### config.mk
export PLATFORM = sky130hd
export DESIGN_NAME = serial_subtractor_flat
export DESIGN_NICKNAME = d
export VERILOG_FILES = /design/src/rtl/serial_subtractor_pkg.sv /design/src/rtl/serial_subtractor_if.sv /design/src/rtl/full_subtractor.sv /design/src/rtl/serial_subtractor.sv /design/src/flat_wrapper.sv
export SDC_FILE = /design/constraint.sdc
export NUM_CORES = 1
export LEC_CHECK = 0
export CORE_ASPECT_RATIO = 1.4
export CORE_MARGIN = 3
export CORE_UTILIZATION = 55
export DETAILED_ROUTE_END_ITERATION = 10
export HOLD_SLACK_MARGIN = 0.05
export PLACE_DENSITY = 0.83
export SLEW_MARGIN = 20
export SYNTH_ARGS = -nofsm -noshare
export SYNTH_HDL_FRONTEND = slang
export SYNTH_SLANG_ARGS = --single-unit
### constraint.sdc
create_clock -name clk -period 2.45 [get_ports clk]
set_input_delay 0.3675 -clock clk [delete_from_list [all_inputs] [get_ports clk]]
set_output_delay 0.3675 -clock clk [all_outputs]
set_load 0.02 [all_outputs]
### src/rtl/serial_subtractor_pkg.sv
// Shared types and defaults for the bit-serial subtractor.
// State codes are exported so the bench can recognise the DONE cycle.
package serial_subtractor_pkg;

  localparam int DEFAULT_WIDTH = 8;

  typedef enum logic [1:0] {
    ST_IDLE = 2'd0,
    ST_RUN  = 2'd1,
    ST_DONE = 2'd2
  } state_e;

endpackage

### src/rtl/serial_subtractor_if.sv
// Operand/result bundle for the serial subtractor: the requester drives start/a/b,
// the subtractor answers with busy/done and a held result.
interface serial_subtractor_if #(
  parameter int WIDTH = 8
) ();

  logic             start;
  logic [WIDTH-1:0] a;
  logic [WIDTH-1:0] b;
  logic             busy;
  logic             done;
  logic [WIDTH-1:0] diff;
  logic             borrow_out;

  modport master (output start, a, b, input busy, done, diff, borrow_out);
  modport slave  (input start, a, b, output busy, done, diff, borrow_out);

endinterface

### src/rtl/full_subtractor.sv
// One-bit full subtractor: d = a - b - bin, bout set when the column needs a borrow.
module full_subtractor (
  input  logic a,
  input  logic b,
  input  logic bin,
  output logic d,
  output logic bout
);

  assign d    = a ^ b ^ bin;
  assign bout = (~a & b) | (~(a ^ b) & bin);

endmodule

### src/rtl/serial_subtractor.sv
// Bit-serial a - b, LSB first through a single full_subtractor cell.
// Result and borrow are published only when the last bit has been computed.
module serial_subtractor
  import serial_subtractor_pkg::*;
#(
  parameter int WIDTH = DEFAULT_WIDTH
) (
  input logic               clk,
  input logic               rst_n,
  serial_subtractor_if.slave bus
);

  localparam int               CNT_W    = $clog2(WIDTH + 1);
  localparam logic [CNT_W-1:0] CNT_LAST = CNT_W'(WIDTH - 1);

  state_e           state_q, state_d;
  logic [CNT_W-1:0] cnt_q, cnt_d;
  logic [WIDTH-1:0] a_sh_q, a_sh_d;
  logic [WIDTH-1:0] b_sh_q, b_sh_d;
  logic [WIDTH-1:0] d_sh_q, d_sh_d;
  logic             bw_q, bw_d;
  logic [WIDTH-1:0] diff_q, diff_d;
  logic             borrow_q, borrow_d;
  logic             busy_q, busy_d;
  logic             done_q, done_d;
  logic             fs_d, fs_bout;

  full_subtractor u_fs (
    .a    (a_sh_q[0]),
    .b    (b_sh_q[0]),
    .bin  (bw_q),
    .d    (fs_d),
    .bout (fs_bout)
  );

  always_comb begin
    state_d  = state_q;
    cnt_d    = cnt_q;
    a_sh_d   = a_sh_q;
    b_sh_d   = b_sh_q;
    d_sh_d   = d_sh_q;
    bw_d     = bw_q;
    diff_d   = diff_q;
    borrow_d = borrow_q;
    case (state_q)
      ST_IDLE, ST_DONE: begin
        // DONE accepts a new start directly so back-to-back ops lose no cycle
        if (bus.start) begin
          a_sh_d  = bus.a;
          b_sh_d  = bus.b;
          bw_d    = 1'b0;
          cnt_d   = '0;
          state_d = ST_RUN;
        end else begin
          state_d = ST_IDLE;
        end
      end
      ST_RUN: begin
        a_sh_d = a_sh_q >> 1;
        b_sh_d = b_sh_q >> 1;
        d_sh_d = (d_sh_q >> 1) | {fs_d, {(WIDTH-1){1'b0}}};
        bw_d   = fs_bout;
        cnt_d  = cnt_q + CNT_W'(1);
        if (cnt_q == CNT_LAST) begin
          state_d  = ST_DONE;
          diff_d   = d_sh_d;
          borrow_d = fs_bout;
        end
      end
      default: state_d = ST_IDLE;
    endcase
    busy_d = (state_d == ST_RUN);
    done_d = (state_d == ST_DONE);
  end

  always_ff @(posedge clk) begin
    if (!rst_n) begin
      state_q  <= ST_IDLE;
      cnt_q    <= '0;
      a_sh_q   <= '0;
      b_sh_q   <= '0;
      d_sh_q   <= '0;
      bw_q     <= 1'b0;
      diff_q   <= '0;
      borrow_q <= 1'b0;
      busy_q   <= 1'b0;
      done_q   <= 1'b0;
    end else begin
      state_q  <= state_d;
      cnt_q    <= cnt_d;
      a_sh_q   <= a_sh_d;
      b_sh_q   <= b_sh_d;
      d_sh_q   <= d_sh_d;
      bw_q     <= bw_d;
      diff_q   <= diff_d;
      borrow_q <= borrow_d;
      busy_q   <= busy_d;
      done_q   <= done_d;
    end
  end

  assign bus.busy       = busy_q;
  assign bus.done       = done_q;
  assign bus.diff       = diff_q;
  assign bus.borrow_out = borrow_q;

endmodule

### src/flat_wrapper.sv
// flat-port wrapper written by rule: the top's interface ports become plain ports
module serial_subtractor_flat import serial_subtractor_pkg::*;
#(
  parameter int WIDTH = DEFAULT_WIDTH
)
  (clk, rst_n, bus_start, bus_a, bus_b, bus_busy, bus_done, bus_diff, bus_borrow_out);
  serial_subtractor_if #(.WIDTH(WIDTH)) bus_i ();
  input logic clk;
  input logic rst_n;
  input wire logic [$bits(bus_i.start)-1:0] bus_start;
  input wire logic [$bits(bus_i.a)-1:0] bus_a;
  input wire logic [$bits(bus_i.b)-1:0] bus_b;
  output wire logic [$bits(bus_i.busy)-1:0] bus_busy;
  output wire logic [$bits(bus_i.done)-1:0] bus_done;
  output wire logic [$bits(bus_i.diff)-1:0] bus_diff;
  output wire logic [$bits(bus_i.borrow_out)-1:0] bus_borrow_out;
  assign bus_i.start = bus_start;
  assign bus_i.a = bus_a;
  assign bus_i.b = bus_b;
  assign bus_busy = bus_i.busy;
  assign bus_done = bus_i.done;
  assign bus_diff = bus_i.diff;
  assign bus_borrow_out = bus_i.borrow_out;
  serial_subtractor #(.WIDTH(WIDTH)) u_core (.clk(clk), .rst_n(rst_n), .bus(bus_i));
endmodule
# Word-level counts from Yosys, hierarchy flattened
# Index checks and enable logic that the tools add are counted.
[classes]
add_sub_neg = 1
reduce_logical = 5
n_shift = 0
div_mod_pow = 0
eq_ne = 6
muxes = 11
n_lt_le_gt_ge = 0
multipliers = 0
bitwise = 8
[ops]
columns = ["op", "count"]
rows = [
  ["8-bit one-hot mux with 2 select lines", 2],
  ["8-bit 2-to-1 mux", 2],
  ["7-bit by 8-bit OR with 8-bit output", 1],
  ["4-bit one-hot mux with 2 select lines", 1],
  ["4-bit by 1-bit adder with 4-bit output (second input constant)", 1],
  ["2-bit by 1-bit == test with 1-bit output (second input constant)", 2],
  ["2-bit == test (second input constant)", 2],
  ["4-bit by 3-bit == test with 1-bit output (second input constant)", 1],
  ["4-bit 2-to-1 mux", 1],
  ["2-bit one-hot mux with 2 select lines", 1],
  ["2-bit AND reduction", 2],
  ["1-bit bitwise AND", 2],
  ["2-bit zero test", 1],
  ["1-bit 2-to-1 mux", 2],
  ["2-bit 2-to-1 mux", 1],
  ["2-bit inequality test (second input constant)", 1],
  ["1-bit NOT", 2],
  ["1-bit one-hot mux with 2 select lines", 1],
  ["2-bit nonzero test", 1],
  ["2-bit OR reduction", 1],
  ["1-bit bitwise XOR", 2],
  ["1-bit OR", 1],
]
[totals]
n_memories = 0
output_inout_bits = 11
elab_cells = 41
ram_bits = 0
latchBits = 0
reg_bits = 42
rom_bits = 0
inputBits = 19

# Longest topological paths before layout
[depth]
depth_word = 5
ltp_mapped = 5
ltp_nobuf = 4

# By module
# Synthesis repeated with hierarchy kept, for this count alone.
[hier_totals]
hier_cells = 186
area_unflattened_um2 = 1645.3
[modules_own_cells]
columns = ["module", "instances", "seq_area_each_um2", "area_each_um2", "cells_per_inst"]
rows = [
  ["serial_subtractor", 1, 820.8, 1614.0, 182],
  ["full_subtractor", 1, 0.0, 31.3, 4],
]

# Worst setup path before layout
# OpenSTA, ideal clock, no wires.
[synth_path]
kind = "reg2reg"
from = "register u_core.a_sh_q[0]"
to = "register u_core.diff_q[7] (netlist: u_core.bus.diff[7])"
setup_ns = 0.119
t_required_ns = 2.331
path_stages_with_launch = 5
arrival_ns = 1.054
slack_ns = 1.277
n_path_buf = 0
period_less_slack_ns = 1.173
path_cell_list = "dfxtp_1 inv_1 fa_1 nand2b_1 mux2i_1"
[synth_between]
elab_chain_cells = 3
[synth_rtl]
columns = ["element", "line_no", "rtl"]
rows = [
  ["start, declared", "serial_subtractor.sv:18", "logic [WIDTH-1:0] a_sh_q, a_sh_d;"],
  ["start signal, assigned", "serial_subtractor.sv:91", "a_sh_q <= a_sh_d;"],
  ["1-bit bitwise XOR (2 in a row)", "full_subtractor.sv:10", "assign d = a ^ b ^ bin;"],
  ["7-bit by 8-bit OR with 8-bit output", "serial_subtractor.sv:61", "d_sh_d = (d_sh_q >> 1) | {fs_d, {(WIDTH-1){1'b0}}};"],
  ["end signal, assigned", "serial_subtractor.sv:95", "diff_q <= diff_d;"],
  ["end, declared", "serial_subtractor.sv:22", "logic [WIDTH-1:0] diff_q, diff_d;"],
]
# Every way passes these cells.
# A chain may end at the register's enable or synchronous reset.

# Worst setup path in the final report
[layout_path]
from = "register u_core.borrow_q (netlist: u_core.bus.borrow_out)"
to = "output bus_borrow_out"
[layout_lines]
columns = ["element", "line_no", "rtl"]
rows = [
  ["start, declared", "serial_subtractor.sv:23", "logic borrow_q, borrow_d;"],
  ["start signal, assigned", "serial_subtractor.sv:96", "borrow_q <= borrow_d;"],
  ["end, declared", "flat_wrapper.sv:16", "output wire logic [$bits(bus_i.borrow_out)-1:0] bus_borrow_out;"],
]
# No word-level cell between the ends.

==> Implementation_results.wiki <==
{| class="wikitable"
! Metric !! Value
|-
| Run status || complete, no violations
|-
| Flop and latch count out of synthesis || 41
|-
| Dominant combinational cell family by area after synthesis || simple AND/OR/NAND/NOR gates
|-
| Reported max-cap violation count || 0
|-
| Kind of cell with the highest combined delay on the critical path || buffers and inverters
|-
| Delay contributed by the slowest stage of the critical path || 0.61 ns
|-
| Mean area per synthesized cell || 9.052 sq um
|-
| # rows || 22
|-
| Antenna diode instance count || 0
|-
| WL per Instance || 13.11 um
|-
| Post-synthesis instance area || 1657 sq um
|-
| Area growth from synthesis to final layout || 19.41%
|-
| Worst r2r src || u_core.cnt_q[0]
|-
| Post-route minimum period || between 1.5 and 2 ns
|-
| Clock group share of total power || 28.3%
|-
| Clock buffer count from CTS || 5
|-
| H-tree Lvls || 2
|-
| Placed cell area || between 1500 and 2000 sq um
|-
| Number of vias in the routed layout || approximately 1400
|-
| Post-cts sizing count || 0
|-
| Static leakage || between 0.6 and 0.7 nW
|-
| Unrepaired setup endpoints after global routing || false
|-
| Combinational share of power || between 10% and 20%
|-
| Largest fanout on the critical path || 2
|-
| Setup violation total in the final timing report || 0
|-
| Simple-gate share of the synthesized area || 19.11%
|-
| Worst Max-Slew Pin Slew || 0.7179 ns
|-
| Max-slew headroom || a little over half
|-
| Post-route fraction of the period consumed by the critical path || 68.63%
|-
| Starting Density || 60.18%
|-
| Internal Dissipation || 0.8922 mW
|-
| Critical R2R Capture || u_core.bus.diff[0]
|-
| Crit-path cells || clkdlybuf4s50_1
|-
| Worst min-delay path startpoint || u_core.bus.diff[7]
|-
| Die X-Extent || approximately 52 um
|-
| Total half-perimeter wirelength after legalization and detailed placement || 2.181 mm
|-
| Maximum achievable frequency || between 500 and 600 MHz
|-
| Final number of max-transition violations || 0
|-
| Vertical die dimension || 70.94 um
|-
| DR DRC count || 0
|-
| Min-Delay Path Class || register to register
|-
| Hold-fix buffers, CTS || 0
|-
| Total setup buffers inserted after CTS || 0
|-
| First-pass GRT wire length || 5.609 mm
|-
| Sequential Power Share || 59.7%
|-
| Max VDD drop || 0.0004444 V
|-
| Compound-Gate Fraction of Synth Area || 16.01%
|-
| Overall routing resource usage || approximately a fifth
|-
| Number of stages on the worst hold path || 2
|-
| Layout Skew || between 0.007 and 0.008 ns
|-
| Seq/Total Area, Yosys || approximately 50%
|-
| Pre-antenna DRT Iters || 4
|-
| Number of buffers on the longest clock path || 2
|-
| Final Hold Fails || 0
|-
| Setup Total Neg Slack || 0 ns
|-
| Number of warnings issued by yosys || 0
|-
| Data required time of the worst path || 2.08 ns
|-
| Worst path buffer plus inverter count || 1
|-
| Number of top-level pins || 30
|-
| Gate count after technology mapping || 183
|-
| Number of unique standard cell types used by synthesis || 24
|-
| Largest net degree at the start of global routing || 30
|-
| Post-synthesis adder-cell area fraction || 1.964%
|-
| Sinks on Clock Net || about 40
|-
| Final standard cell utilization of the core || roughly 72%
|-
| Multiplexer area fraction after synthesis || just under 7%
|-
| Post-route standard cell area excluding fillers || 1978 sq um
|-
| Clock slew at the register clock pins of the worst setup and hold paths || 0.11 ns
|-
| Clock tree root buffer cell || sky130_fd_sc_hd__clkbuf_4
|-
| Cell depth of the worst flop-to-flop path || 3
|-
| Net switching power || between 0.2 and 0.3 mW
|-
| Worst endpoint data arrival time || around 1.3 ns
|-
| Setup slack of the worst register-to-register path || roughly 0.9 ns
|-
| TritonCTS clock tree || yes
|-
| Number of antenna violations at the first check in global routing || 0
|-
| Final RePlAce weighted congestion || 0.7454
|-
| Critical-path top delay cell || sky130_fd_sc_hd__clkdlybuf4s50_1
|-
| Total die area || 3716 sq um
|-
| Nets || 228
|-
| Synth Net Count || 204
|-
| Remaining global-route overflow || 0
|-
| Areal power density over the cells || between 500 and 600 nW/um^2
|-
| XOR/XNOR share of the synthesized area || 0%
|-
| Clock insertion delay at the later pin of the skew report || 0.35 ns
|-
| Number of global-route vias before repair || 1348
|-
| Critical Path Source Type || register
|-
| Number of nets with antenna violations after detailed routing || 0
|-
| Final wirelength || 3.186 mm
|-
| End point of the most critical hold path || u_core.bus.diff[7]
|-
| DRT iter0 DRCs || 53
|-
| Kind of critical path || register to output pin
|-
| Vias per std cell || 5.658
|-
| Share of final-layout standard cells stronger than drive strength 1 || 6.763%
|-
| Port bufs || 29
|-
| Switching share of power || 24.61%
|-
| Placeable Area || 2753 sq um
|-
| Crit end category || output pin
|}
## through the flow
step           setup slack [ns]  hold WS (ns)  power [mW]  cells
6_report                 0.7687        0.4674       1.183    243
5_1_grt                  0.6931        0.4956       1.241    243
4_1_cts                  0.7479        0.4662       1.196    243
3_5_place_dp             0.7321        0.4497      0.8637    236
3_3_place_gp             0.7759        0.4406      0.8570    236
2_1_floorplan             1.277        0.4366      0.8178    183
## worst max-delay path by stage
| stage | startpoint | endpoint | cells past startpoint |
|---|---|---|---|
| CTS | u_core.bus.borrow_out | bus_borrow_out | 1 |
| finish | u_core.bus.borrow_out | bus_borrow_out | 1 |
| floorplan | u_core.a_sh_q[0] | u_core.bus.diff[7] | 4 |
| global route | u_core.bus.borrow_out | bus_borrow_out | 1 |
| detailed placement | bus_start | u_core.a_sh_q[5] | 4 |
| global placement | bus_start | u_core.a_sh_q[4] | 4 |
## layer usage
metal  GRT usage, %  share of wire [%]  vias up
met2          34.53                 51       39
met3          6.316                5.9        6
met1          21.05                 41      651
met4          9.375                2.3        0
li1               -                  -      679
met5              0                  0        -
## sequential cells by signal, indices dropped and copies added (netlist names)
| signal | flops |
|---|---|
| u_core.a_sh_q | 8 |
| u_core.bus.done | 1 |
| u_core.state_q | 2 |
| u_core.bus.diff | 8 |
| u_core.bw_q | 1 |
| u_core.cnt_q | 4 |
| u_core.bus.borrow_out | 1 |
| u_core.bus.busy | 1 |
| u_core.d_sh_q | 7 |
| u_core.b_sh_q | 8 |
## Yosys cell counts
master / instances / area [sq um]
sky130_fd_sc_hd__nand3_1: 20 / 100.1
sky130_fd_sc_hd__a211oi_2: 2 / 25.02
sky130_fd_sc_hd__buf_6: 3 / 33.78
sky130_fd_sc_hd__nand4_1: 1 / 6.260
sky130_fd_sc_hd__inv_1: 1 / 3.750
sky130_fd_sc_hd__mux2_4: 1 / 15.01
sky130_fd_sc_hd__dfxtp_1: 41 / 820.8
sky130_fd_sc_hd__and2_1: 2 / 12.51
sky130_fd_sc_hd__mux2i_1: 10 / 100.1
sky130_fd_sc_hd__nand3b_1: 1 / 7.510
sky130_fd_sc_hd__nand2_1: 33 / 123.9
sky130_fd_sc_hd__a22oi_1: 14 / 105.1
sky130_fd_sc_hd__inv_2: 1 / 3.750
sky130_fd_sc_hd__and2b_1: 1 / 7.510
sky130_fd_sc_hd__and4b_1: 1 / 10.01
sky130_fd_sc_hd__a21oi_1: 27 / 135.1
sky130_fd_sc_hd__clkbuf_1: 4 / 15.01
sky130_fd_sc_hd__fa_1: 1 / 20.02
sky130_fd_sc_hd__nor2b_1: 1 / 6.260
sky130_fd_sc_hd__nand2b_1: 5 / 31.28
sky130_fd_sc_hd__buf_2: 7 / 35.03
sky130_fd_sc_hd__buf_4: 2 / 15.01
sky130_fd_sc_hd__nor2_1: 3 / 11.26
sky130_fd_sc_hd__ha_1: 1 / 12.51
## placed cells by master, fill, tap and decap left out
| master | n |
|---|---|
| sky130_fd_sc_hd__a211oi_2 | 2 |
| sky130_fd_sc_hd__a21oi_1 | 27 |
| sky130_fd_sc_hd__a22oi_1 | 14 |
| sky130_fd_sc_hd__and2_1 | 2 |
| sky130_fd_sc_hd__and2b_1 | 1 |
| sky130_fd_sc_hd__and4b_1 | 1 |
| sky130_fd_sc_hd__buf_4 | 4 |
| sky130_fd_sc_hd__clkbuf_1 | 1 |
| sky130_fd_sc_hd__clkbuf_4 | 5 |
| sky130_fd_sc_hd__clkbuf_8 | 1 |
| sky130_fd_sc_hd__clkdlybuf4s50_1 | 29 |
| sky130_fd_sc_hd__dfxtp_1 | 41 |
| sky130_fd_sc_hd__fa_1 | 1 |
| sky130_fd_sc_hd__ha_1 | 1 |
| sky130_fd_sc_hd__inv_1 | 1 |
| sky130_fd_sc_hd__inv_2 | 1 |
| sky130_fd_sc_hd__mux2_4 | 1 |
| sky130_fd_sc_hd__mux2i_1 | 10 |
| sky130_fd_sc_hd__nand2_1 | 33 |
| sky130_fd_sc_hd__nand2b_1 | 5 |
| sky130_fd_sc_hd__nand3_1 | 20 |
| sky130_fd_sc_hd__nand3b_1 | 1 |
| sky130_fd_sc_hd__nand4_1 | 1 |
| sky130_fd_sc_hd__nor2_1 | 3 |
| sky130_fd_sc_hd__nor2b_1 | 1 |
## logic make-up (layout without fill, tap and decap cells)
logic type / Yosys count / after routing
AOI/OAI and AO/OA: 43 / 43
adders and majority gates: 2 / 2
buffers and inverters: 18 / 42
DFF: 41 / 41
muxes: 11 / 11
and+or+nand+nor: 68 / 68
## final cells by class
class                   count  area, sq um
flip-flops and latches     41        820.8
fillers                   239        774.5
multi-input cells         124        729.5
repair buffers             33        320.3
clock buffers               7        55.05
well taps                  36        45.04
inverters                   2        7.507
## power by group through the flow
stage / logic, mW / registers (mW) / clock network [mW]
floorplan: 0.0980 / 0.720 / 0
global placement: 0.137 / 0.720 / 0
detailed placement: 0.142 / 0.722 / 0
CTS: 0.143 / 0.707 / 0.347
global route: 0.157 / 0.711 / 0.373
finish: 0.141 / 0.707 / 0.335
Note: power is estimated with default switching activity, not from simulation.
